--- src/rtl/mem_stage.sv ---
// Y86-64 memory-access stage: decodes M_icode, runs a req/ack data-memory access and stalls the pipe while it is open.
// Optional MEM_STAGE_ALIGN_CHECK_EN: misaligned qualified accesses report SADR without touching the bus.
module mem_stage #(
  parameter int MEM_BYTES   = 65536,
  parameter int TIMEOUT_CYC = 255
) (
  input  logic        clk_i,
  input  logic        rst_i,
  input  logic [3:0]  M_stat_i,
  input  logic [3:0]  M_icode_i,
  input  logic [63:0] M_valE_i,
  input  logic [63:0] M_valA_i,
  input  logic        dmem_ack_i,
  input  logic        dmem_err_i,
  input  logic [63:0] dmem_rdata_i,
  output logic        dmem_req_o,
  output logic        dmem_we_o,
  output logic [63:0] dmem_addr_o,
  output logic [63:0] dmem_wdata_o,
  output logic [63:0] m_valM_o,
  output logic [3:0]  m_stat_o,
  output logic        m_stall_o
);

  localparam logic [3:0] I_RMMOVQ = 4'h4;
  localparam logic [3:0] I_MRMOVQ = 4'h5;
  localparam logic [3:0] I_CALL   = 4'h8;
  localparam logic [3:0] I_RET    = 4'h9;
  localparam logic [3:0] I_PUSHQ  = 4'hA;
  localparam logic [3:0] I_POPQ   = 4'hB;

  localparam logic [3:0] SAOK = 4'd1;
  localparam logic [3:0] SADR = 4'd3;

  localparam logic [63:0] ADDR_MAX = 64'(MEM_BYTES - 8);
  localparam logic [7:0]  TO_MAX   = 8'(TIMEOUT_CYC);

  typedef enum logic [1:0] {IDLE, REQ, DONE} state_t;

  state_t      state;
  logic [7:0]  to_cnt;
  logic        err_q;

  logic        is_read;
  logic        is_write;
  logic        is_mem;
  logic [63:0] addr;
  logic        in_range;
  logic        misaligned;
  logic        qualified;

  always_comb begin
    is_read  = (M_icode_i == I_MRMOVQ) || (M_icode_i == I_POPQ) || (M_icode_i == I_RET);
    is_write = (M_icode_i == I_RMMOVQ) || (M_icode_i == I_PUSHQ) || (M_icode_i == I_CALL);
    is_mem   = is_read || is_write;
    addr     = ((M_icode_i == I_POPQ) || (M_icode_i == I_RET)) ? M_valA_i : M_valE_i;
    in_range = (addr <= ADDR_MAX);
`ifdef MEM_STAGE_ALIGN_CHECK_EN
    misaligned = (addr[2:0] != 3'd0);
`else
    misaligned = 1'b0;
`endif
    qualified = is_mem && (M_stat_i == SAOK) && in_range && !misaligned;
  end

  // Stall covers the launching IDLE cycle and every REQ cycle; DONE lets M advance.
  always_comb begin
    m_stall_o = ((state == IDLE) && qualified) || (state == REQ);
  end

  always_comb begin
    m_stat_o = M_stat_i;
    if (M_stat_i != SAOK)
      m_stat_o = M_stat_i;
    else if (is_mem && (!in_range || misaligned))
      m_stat_o = SADR;
    else if ((state == DONE) && err_q)
      m_stat_o = SADR;
  end

  always_ff @(posedge clk_i) begin
    if (rst_i) begin
      state        <= IDLE;
      to_cnt       <= 8'd0;
      err_q        <= 1'b0;
      dmem_req_o   <= 1'b0;
      dmem_we_o    <= 1'b0;
      dmem_addr_o  <= 64'd0;
      dmem_wdata_o <= 64'd0;
      m_valM_o     <= 64'd0;
    end else begin
      case (state)
        IDLE: begin
          if (qualified) begin
            dmem_req_o   <= 1'b1;
            dmem_we_o    <= is_write;
            dmem_addr_o  <= addr;
            dmem_wdata_o <= M_valA_i;
            to_cnt       <= 8'd0;
            state        <= REQ;
          end
        end
        REQ: begin
          // Ack takes priority over a timeout landing in the same cycle.
          if (dmem_ack_i) begin
            dmem_req_o <= 1'b0;
            err_q      <= dmem_err_i;
            m_valM_o   <= (!dmem_err_i && !dmem_we_o) ? dmem_rdata_i : 64'd0;
            state      <= DONE;
          end else if (to_cnt == TO_MAX) begin
            dmem_req_o <= 1'b0;
            err_q      <= 1'b1;
            m_valM_o   <= 64'd0;
            state      <= DONE;
          end else begin
            to_cnt <= to_cnt + 8'd1;
          end
        end
        DONE: begin
          err_q  <= 1'b0;
          to_cnt <= 8'd0;
          state  <= IDLE;
        end
        default: state <= IDLE;
      endcase
    end
  end

endmodule

--- config.mk ---
export PLATFORM = sky130hd
export DESIGN_NAME = mem_stage
export DESIGN_NICKNAME = d
export VERILOG_FILES = /design/src/rtl/mem_stage.sv
export SDC_FILE = /design/constraint.sdc
export NUM_CORES = 1
export LEC_CHECK = 0
export BUFFER_PORTS_ARGS = -buffer_cell sky130_fd_sc_hd__buf_2
export CORE_MARGIN = 1.5
export CORE_UTILIZATION = 32
export CTS_CLUSTER_DIAMETER = 40
export DETAILED_ROUTE_END_ITERATION = 8
export SLEW_MARGIN = 10
export SYNTH_ARGS = -nofsm -noshare
export SYNTH_HDL_FRONTEND = slang
export SYNTH_SLANG_ARGS = --single-unit
--- constraint.sdc ---
create_clock -name clk_i -period 2.7 [get_ports clk_i]
set_input_delay 0.27 -clock clk_i [delete_from_list [all_inputs] [get_ports clk_i]]
set_output_delay 0.27 -clock clk_i [all_outputs]
set_load 0.1 [all_outputs]
==> results.json, run 1 <==
{
  "hpwl_microns": 17700,
  "grt_setup_unrepaired": "false",
  "worstSetupPathType": "input pin to output port",
  "crit_path_end_kind": "output port",
  "cts_tree": "built",
  "dieArea_sq_um": 24100,
  "hp-class": "input pin to register",
  "worstRegToRegCells": 8,
  "cts_root_buffer": "clkbuf_16",
  "first_iter_violations": 411,
  "mostFrequentLayoutCells": "buf_2, dfxtp_1, nand2_1",
  "grt_pass1_wl_microns": 40500,
  "syn_nets": 1026,
  "core_area_sq_um": 22700,
  "finalNonFillerCells": 1640,
  "mappedNetlistArea_sq_um": 7410,
  "yosys_warnings": 0,
  "pin_count": 403,
  "post-route-min-period_ns": 2.58,
  "status": "complete, no violations",
  "num_vias": 8051,
  "ant_nets": 0,
  "die_w_microns": 155,
  "r2r-end": "to_cnt[3]",
  "place_ws_ns": 0.238,
  "r2r_slack_ns": 0.44,
  "gr-usage-all-layers_pct": 20.8,
  "route.detailed.drc": 0,
  "cts_sinks": 205,
  "design_area_sq_um": 12200,
  "met3WireLength_microns": 1770,
  "irDropWorstVdd_uv": 397,
  "critical_path_arrival_ns": 2.31,
  "htreeDepth": 1,
  "drv_cap": 0,
  "fillers": 2063,
  "synth_cell_types": 47,
  "viasPerCell": 4.91,
  "drive_gt1_share_pct": 36.8,
  "power_mw": 7.79,
  "numCtsBuffers": 31,
  "top_layer": "met5",
  "ys_ff_latch": 205,
  "grt_pass1_vias": 7936,
  "p_leak_nw": 5.73,
  "setup-violations-final": 0,
  "ff_latch_area_sq_um": 4100,
  "seq_area_frac_synth_pct": 55.4,
  "avgSynthCellArea_sq_um": 9.07,
  "grt_max_degree": 153,
  "place_congestion": 0.781,
  "relSlewSlack_pct": 55.6,
  "dr.pass1.iters": 5,
  "clock.fmax_ghz": 0.388,
  "required_ns": 2.43,
  "clk_latency_ns": 0.53,
  "clkTransAtPathRegs_ns": 0.05,
  "endpoint": "m_stall_o",
  "wl_per_cell_microns": 16.2,
  "met2_length_microns": 13100,
  "fin_nets": 1540,
  "portBuffers": 402,
  "setup_ws_ns": 0.120,
  "start_util_pct": 32.6,
  "synth-main-ff-cell": "dfxtp_1",
  "multi_input_area_sq_um": 3050,
  "worst_setup_path_start_kind": "input pin",
  "wl_met1_microns": 10500,
  "place_inst": 1459,
  "netlist_instances": 817,
  "fin_crit_sh_pct": 95.5,
  "startpoint": "M_valA_i[45]",
  "rows": 55,
  "antenna_found_initial": 1,
  "hold_viol": 0,
  "tightest_slew_ns": 0.666,
  "finalSetupTns_ns": 0,
  "mostFrequentLayoutCell": "buf_2",
  "synthArstFlopShare_pct": 0,
  "die_y_microns": 155,
  "fin_worst_skew_ns": 0.0126,
  "p_per_area_nw_per_um2": 639,
  "worst-path-max-fanout": 5,
  "n_antenna_cell": 0,
  "clock_path_buffers": 3,
  "syn2layout_area_growth_pct": 64.4,
  "overflow": 0,
  "reg2reg_from": "to_cnt[0]",
  "slew_violations": 0,
  "wl_microns": 26600,
  "synth_edf_count": 0,
  "placed_area_sq_um": 9810
}
kinds of logic (layout without fill, tap and decap cells):
logic type      after synthesis  count (layout)  share of synthesized area (%)
simple gates                346             346                           22.1
compound gates              173             173                           15.0
fa+ha+maj                     5               5                          0.844
mux                          19              19                           2.57
buf+inv                      69             607                           4.12
flops                       205             205                           55.4
repair_timing:
item,CTS,global route
setup endpoints to repair,0,2
hold endpoints to repair,120,0
resized for setup,0,2
hold buffers,120,0
setup buffers,0,4
state kept, by name (all words and copies together) (netlist names):
register	flops
err_q	1
dmem_req_o	1
to_cnt	8
dmem_wdata_o	64
state	2
dmem_we_o	1
m_valM_o	64
dmem_addr_o	64
per-layer routing:
metal,up-vias,track usage [%]
met3,75,4.18
met2,353,37.5
met5,-,0
met4,2,9.25
li1,3906,-
met1,3715,23.8
report_power, final:
part	switching [mW]	internal (mW)
Clock	1.54	2.75
Sequential	0.000000000000000287	3.03
Combinational	0.213	0.256
Total	1.75	6.04
critical path, stage by stage:
cell and delay, ns:
dlygate4sd3_1 0.54, buf_2 0.13, nor4_1 0.26, nand4_1 0.21, nor3_2 0.15, o22a_2 0.22
nand3_4 0.15, nand2b_1 0.17, buf_12 0.19
how the worst min path moves through the flow:
stage,from,end,depth (start not counted)
floorplan,M_valA_i[0],dmem_wdata_o[0],2
global placement,dmem_wdata_o[58],dmem_wdata_o[58],2
CTS,M_valA_i[9],dmem_wdata_o[9],3
detailed placement,dmem_wdata_o[4],dmem_wdata_o[4],2
global route,M_valA_i[9],dmem_wdata_o[9],3
finish,M_valA_i[53],dmem_wdata_o[53],3
final cells by class:
cell class | count | area share, %
Sequential cell | 205 | 33.7
Timing Repair Buffer | 546 | 29.0
Multi-Input combinational cell | 543 | 25.0
Clock buffer | 33 | 6.51
Tap cell | 285 | 2.93
Clock inverter | 24 | 2.76
Inverter | 4 | 0.123
synthesized netlist by cell type, types with 8 or more instances:
cell type,count,share of area (%)
a211oi_1,18,1.8
a21oi_1,74,5.0
a22oi_1,64,6.5
and3_1,50,4.2
buf_2,15,1.0
clkbuf_1,42,2.1
dfxtp_1,205,55
mux2i_1,19,2.6
nand2_1,146,7.4
nand4_1,8,0.68
nor2_1,85,4.3
nor4_1,24,2.0
through the flow:
step	hold slack, ns	utilization (%)
final	0.0294	53.6
after CTS	0.000774	53.5
after floorplan	0.410	-
after detailed placement	0.441	43.2
after global routing	0.0136	53.6
after global placement	0.436	43.2
Power figures use the tool's default switching activity.
==> run 2, diff against run 1 <==
--- a/config.mk
+++ b/config.mk
@@ -6,6 +6,7 @@
 export NUM_CORES = 1
 export LEC_CHECK = 0
 export BUFFER_PORTS_ARGS = -buffer_cell sky130_fd_sc_hd__buf_2
+export CORE_ASPECT_RATIO = 0.6
 export CORE_MARGIN = 1.5
 export CORE_UTILIZATION = 32
 export CTS_CLUSTER_DIAMETER = 40
@@ -14,3 +15,4 @@
 export SYNTH_ARGS = -nofsm -noshare
 export SYNTH_HDL_FRONTEND = slang
 export SYNTH_SLANG_ARGS = --single-unit
+export TNS_END_PERCENT = 30
==> run 2 against run 1 <==
Utilization is 5.0 points lower; hold slack worse by 0.011 ns; combinational power is 26% lower; fmax is 4.3% higher; global-route usage is 0.51 points lower; sequential cell count stayed put; sequential share of layout area is 4.0 points higher; worst setup slack better by 0.11 ns; total power is 13% lower; cell area is 11% lower; die area is 0.12% higher; critical endpoint unchanged; register-to-register slack worse by 0.14 ns.
==> results.json, run 2 (synthesis gave the netlist of run 1 again) <==
{
  "status": "complete, no violations",
  "cpLargestDelayFamily": "simple AND/OR/NAND/NOR gates",
  "syn2layout_area_growth_pct": 46.9,
  "hpwl_microns": 18900,
  "clock_path_buffers": 3,
  "top_regs": "dmem_addr_o x64, dmem_wdata_o x64, m_valM_o x64",
  "cts_tree": "built",
  "start_util_pct": 33.1,
  "drv_cap": 0,
  "cts_resized": 0,
  "mostFrequentLayoutCell": "buf_2",
  "min_to": "m_valM_o[32]",
  "path_cells": "buf_2 > nor4_1 > nand3b_1 > a211oi_1 > o22a_2 > buf_12 > nand3_4 > nand2b_1 > buf_12",
  "clkTransAtPathRegs_ns": 0.06,
  "route.detailed.drc": 0,
  "r2r-end": "to_cnt[0]",
  "grt_pass1_vias": 6921,
  "hold_viol": 0,
  "antenna_found_initial": 5,
  "overflow": 0,
  "hp-class": "input pin to register",
  "worstSetupPathType": "input pin to output port",
  "post-route-min-period_ns": 2.47,
  "critical_path_arrival_ns": 2.20,
  "whs_path_depth": 3,
  "num_vias": 7343,
  "pwr-share-seq_pct": 44.6,
  "crit_path_end_kind": "output port",
  "gr-usage-all-layers_pct": 20.3,
  "cts_sinks": 205,
  "place_congestion": 0.829,
  "core_area_sq_um": 22400,
  "required_ns": 2.43,
  "wl_microns": 26000,
  "p_switching_mw": 1.49,
  "worst_setup_path_start_kind": "input pin",
  "postCtsHoldBufs": 23,
  "netSwitchingFraction_pct": 22.0,
  "utilization_pct": 48.6,
  "r2r_slack_ns": 0.30,
  "wl_per_cell_microns": 16.7,
  "mostFrequentLayoutCells": "buf_2, dfxtp_1, nand2_1",
  "drive_gt1_share_pct": 38.5,
  "cpMostUsedCell": "buf_12",
  "dieArea_sq_um": 24100,
  "die_w_microns": 199,
  "clock.fmax_ghz": 0.404,
  "multi_input_area_sq_um": 3040,
  "hold_ws_ns": 0.0180,
  "viasPerCell": 4.73,
  "intPower_mw": 5.29,
  "fillers": 2159,
  "cp_slowest_stage_delay_ns": 0.53,
  "grt_pass1_wl_microns": 38600,
  "fin_worst_skew_ns": 0.0156,
  "critPathSlowestCell": "nor4_1",
  "p_leak_nw": 5.16,
  "cts_setup_buffers": 0,
  "dr.pass1.iters": 5,
  "htreeDepth": 1,
  "worstRegToRegCells": 9,
  "numCtsBuffers": 25,
  "grt_max_degree": 94,
  "clkPwrFrac_pct": 50.2,
  "pin_count": 403,
  "slew_violations": 0,
  "holdCritStartpoint": "dmem_rdata_i[32]",
  "setup-violations-final": 0,
  "worst-path-max-fanout": 11,
  "p_per_area_nw_per_um2": 623,
  "portBuffers": 402,
  "cts_root_buffer": "clkbuf_16",
  "die_y_microns": 121,
  "placed_area_sq_um": 9790,
  "clk_latency_ns": 0.51,
  "irDropWorstVdd_uv": 411,
  "ff_latch_area_sq_um": 4100,
  "grt_setup_unrepaired": "false",
  "pwr-share-comb_pct": 5.1,
  "worst-path-buf-inv": 3,
  "first_iter_violations": 343,
  "tightest_slew_ns": 1.03,
  "fin_crit_sh_pct": 91.6,
  "rows": 42,
  "reg2reg_from": "to_cnt[0]",
  "ant_nets": 0,
  "design_area_sq_um": 10900,
  "finalSetupTns_ns": 0,
  "fin_nets": 1432,
  "relSlewSlack_pct": 31.1
}
## run 2: tightest hold or removal path: cells and delay by family
family,cells,cell delay [ns]
AO/OA/AOI/OAI,1,0.06
AND/OR/NAND/NOR,1,0.07
buffers and inverters,1,0.08
## run 2: worst max-delay path by stage
stage	from	endpoint	slack, ns	cells past startpoint
after floorplan	M_valE_i[18]	m_stall_o	0.33	7
after global placement	M_valA_i[38]	to_cnt[0]	0.21	9
after detailed placement	M_valE_i[57]	to_cnt[0]	0.17	10
after CTS	M_valE_i[57]	m_stall_o	0.22	10
after global routing	M_valE_i[57]	m_stall_o	0.05	10
final	M_valA_i[28]	m_stall_o	0.23	9
## run 2: power by group through the flow
stage	registers [mW]	logic [mW]	clock network, mW
floorplan	3.09	0.108	0
global placement	3.09	0.317	0
detailed placement	3.09	0.319	0
CTS	3.02	0.347	3.48
global route	3.02	0.375	3.63
finish	3.02	0.347	3.40
## run 2: cell type report
class	instances	share of cell area [%]
sequential	205	37.7
multi-input combinational	543	27.9
timing repair buffer	444	22.8
clock buffer	31	6.32
tap	308	3.54
clock inverter	12	1.47
inverter	4	0.138
antenna	4	0.0920
## run 2: per-stage QoR
step	power (mW)	instances	setup slack, ns
2_1_floorplan	3.20	817	0.331
3_3_place_gp	3.41	1481	0.213
3_5_place_dp	3.41	1481	0.167
4_1_cts	6.86	1547	0.220
5_1_grt	7.03	1551	0.0450
6_report	6.77	1551	0.228
## run 2: per-layer routing
layer  up-vias  GRT usage, %  part of all wire (%)
li1       3692             -                     -
met1      3356          27.3                    45
met2       257          31.4                    45
met3        36          6.42                   8.3
met4         2          5.36                   1.9
met5         -             0                 0.035
==> run 3, diff against run 2 <==
--- a/config.mk
+++ b/config.mk
@@ -11,6 +11,7 @@
 export CORE_UTILIZATION = 32
 export CTS_CLUSTER_DIAMETER = 40
 export DETAILED_ROUTE_END_ITERATION = 8
+export SETUP_SLACK_MARGIN = 0.4
 export SLEW_MARGIN = 10
 export SYNTH_ARGS = -nofsm -noshare
 export SYNTH_HDL_FRONTEND = slang
==> run 3 against run 2 <==
Utilization is 1.3 points higher; largest cell class unchanged; critical path depth stayed put; critical endpoint is now to_cnt[0]; global-route usage is 0.079 points higher; hold slack worse by 0.0016 ns; cell area is 2.7% higher; highest routed layer unchanged; die area stayed put; sequential share of layout area is 0.99 points lower.
==> results.json, run 3 (synthesis gave the netlist of run 1 again) <==
{
  "startpoint": "to_cnt[0]",
  "relSlewSlack_pct": 30.0,
  "fin_nets": 1436,
  "place_congestion": 0.829,
  "irDropWorstVdd_uv": 412,
  "mostFrequentLayoutCells": "buf_2, dfxtp_1, nand2_1",
  "clk_latency_ns": 0.51,
  "ant_nets": 0,
  "post-route-min-period_ns": 2.24,
  "critPathSlowestCell": "or3b_4",
  "cts_root_buffer": "clkbuf_16",
  "dieArea_sq_um": 24100,
  "grt_max_degree": 94,
  "required_ns": 3.12,
  "r2r_slack_ns": 0.46,
  "top_regs": "dmem_addr_o x64, dmem_wdata_o x64, m_valM_o x64",
  "path_cells": "ha_2 > and3_4 > a41o_1 > a21oi_4 > nor2b_4 > a31oi_2 > buf_4 > or3b_4 > a21oi_2",
  "wl_per_cell_microns": 17.0,
  "mostFrequentLayoutCell": "buf_2",
  "worst_setup_path_start_kind": "register",
  "hold_viol": 0,
  "dr.pass1.iters": 5,
  "pin_count": 403,
  "clock_path_buffers": 3,
  "finalNonFillerCells": 1555,
  "start_util_pct": 33.1,
  "route.detailed.drc": 0,
  "crit_path_end_kind": "register",
  "num_vias": 7429,
  "grt_pass1_wl_microns": 38800,
  "cts_sinks": 205,
  "core_area_sq_um": 22400,
  "viasPerCell": 4.78,
  "clock.fmax_ghz": 0.446,
  "antenna_found_initial": 5,
  "hp-class": "input pin to register",
  "first_iter_violations": 430,
  "setup-violations-final": 0,
  "slew_violations": 0,
  "tightest_slew_ns": 1.05,
  "die_w_microns": 199,
  "p_per_area_nw_per_um2": 610,
  "die_y_microns": 121,
  "endpoint": "to_cnt[0]",
  "status": "complete, no violations",
  "worstSetupPathType": "register to register",
  "drv_cap": 0,
  "critical_path_arrival_ns": 2.66,
  "worstRegToRegCells": 9,
  "finalSetupTns_ns": 0,
  "reg2reg_from": "to_cnt[0]",
  "hpwl_microns": 18900,
  "gr-usage-all-layers_pct": 20.4,
  "whs_path_depth": 3,
  "r2r-end": "to_cnt[0]",
  "grt_pass1_vias": 6976,
  "wl_microns": 26500,
  "rows": 42,
  "numCtsBuffers": 25,
  "fillers": 2114,
  "syn2layout_area_growth_pct": 50.9,
  "cp_slowest_stage_delay_ns": 0.37,
  "hold_ws_ns": 0.0164,
  "htreeDepth": 1,
  "worst-path-max-fanout": 6,
  "p_leak_nw": 5.22,
  "overflow": 0,
  "fin_crit_sh_pct": 83.0,
  "drive_gt1_share_pct": 40.9,
  "fin_worst_skew_ns": 0.0132,
  "grt_setup_unrepaired": "true",
  "holdCritStartpoint": "dmem_rdata_i[36]",
  "place_ws_ns": 0.167,
  "portBuffers": 402,
  "place_inst": 1481,
  "setup_ws_ns": 0.459,
  "cts_tree": "built",
  "clkTransAtPathRegs_ns": 0.06
}
## run 3: metrics by stage
stage	instance area, sq um	util, %	total power, mW
final	11200	49.9	6.82
after global routing	11200	49.9	7.06
after CTS	10900	48.8	6.86
after detailed placement	9790	43.7	3.41
after global placement	9790	43.7	3.41
after floorplan	7410	-	3.20
## run 3: worst min-delay path by stage
stage / endpoint / slack [ns]
final: m_valM_o[36] / 0.02
after global routing: dmem_wdata_o[55] / 0.01
after CTS: m_valM_o[19] / 0.00005
after detailed placement: dmem_wdata_o[53] / 0.44
after global placement: dmem_wdata_o[54] / 0.44
after floorplan: dmem_wdata_o[0] / 0.41
## run 3: critical path, delay by kind of cell, from the launching register on
| kind | cells | cell delay [ns] |
|---|---|---|
| AND/OR/NAND/NOR | 3 | 0.76 |
| AO/OA/AOI/OAI | 4 | 0.68 |
| flip-flops | 1 | 0.34 |
| adder cells (fa/ha/maj) | 1 | 0.20 |
| buffers and inverters | 1 | 0.20 |
## run 3: layout make-up
cell class	instances	area, sq um	share of cell area, %
flip-flops and latches	205	4110	36.7
multi-input cells	543	3260	29.2
repair buffers	448	2550	22.8
clock buffers	31	688	6.16
well taps	308	385	3.45
clock inverters	12	160	1.43
inverters	4	15.0	0.134
diodes	4	10.0	0.0895
## run 3: layer usage
metal / wire [microns] / global-route usage, %
met1: 11800 / 27.3
met2: 11900 / 31.7
met3: 2170 / 6.48
met4: 527 / 5.36
met5: 9 / 0
## run 3: repair_timing
item                       in CTS  in global routing
pin swaps                       6                 14
hold endpoints to repair       23                  0
setup buffers                   0                  4
resized for setup               9                 37
cloned                          0                  0
hold buffers                   23                  0
setup endpoints to repair       6                  8
## run 3: power by group
part	internal [mW]	switching (mW)	leakage, nW	total, mW
Sequential	3.02	0.000000000000000299	1.65	3.02
Clock	2.10	1.31	0.417	3.41
Combinational	0.174	0.203	3.15	0.378
Total	5.30	1.52	5.22	6.82
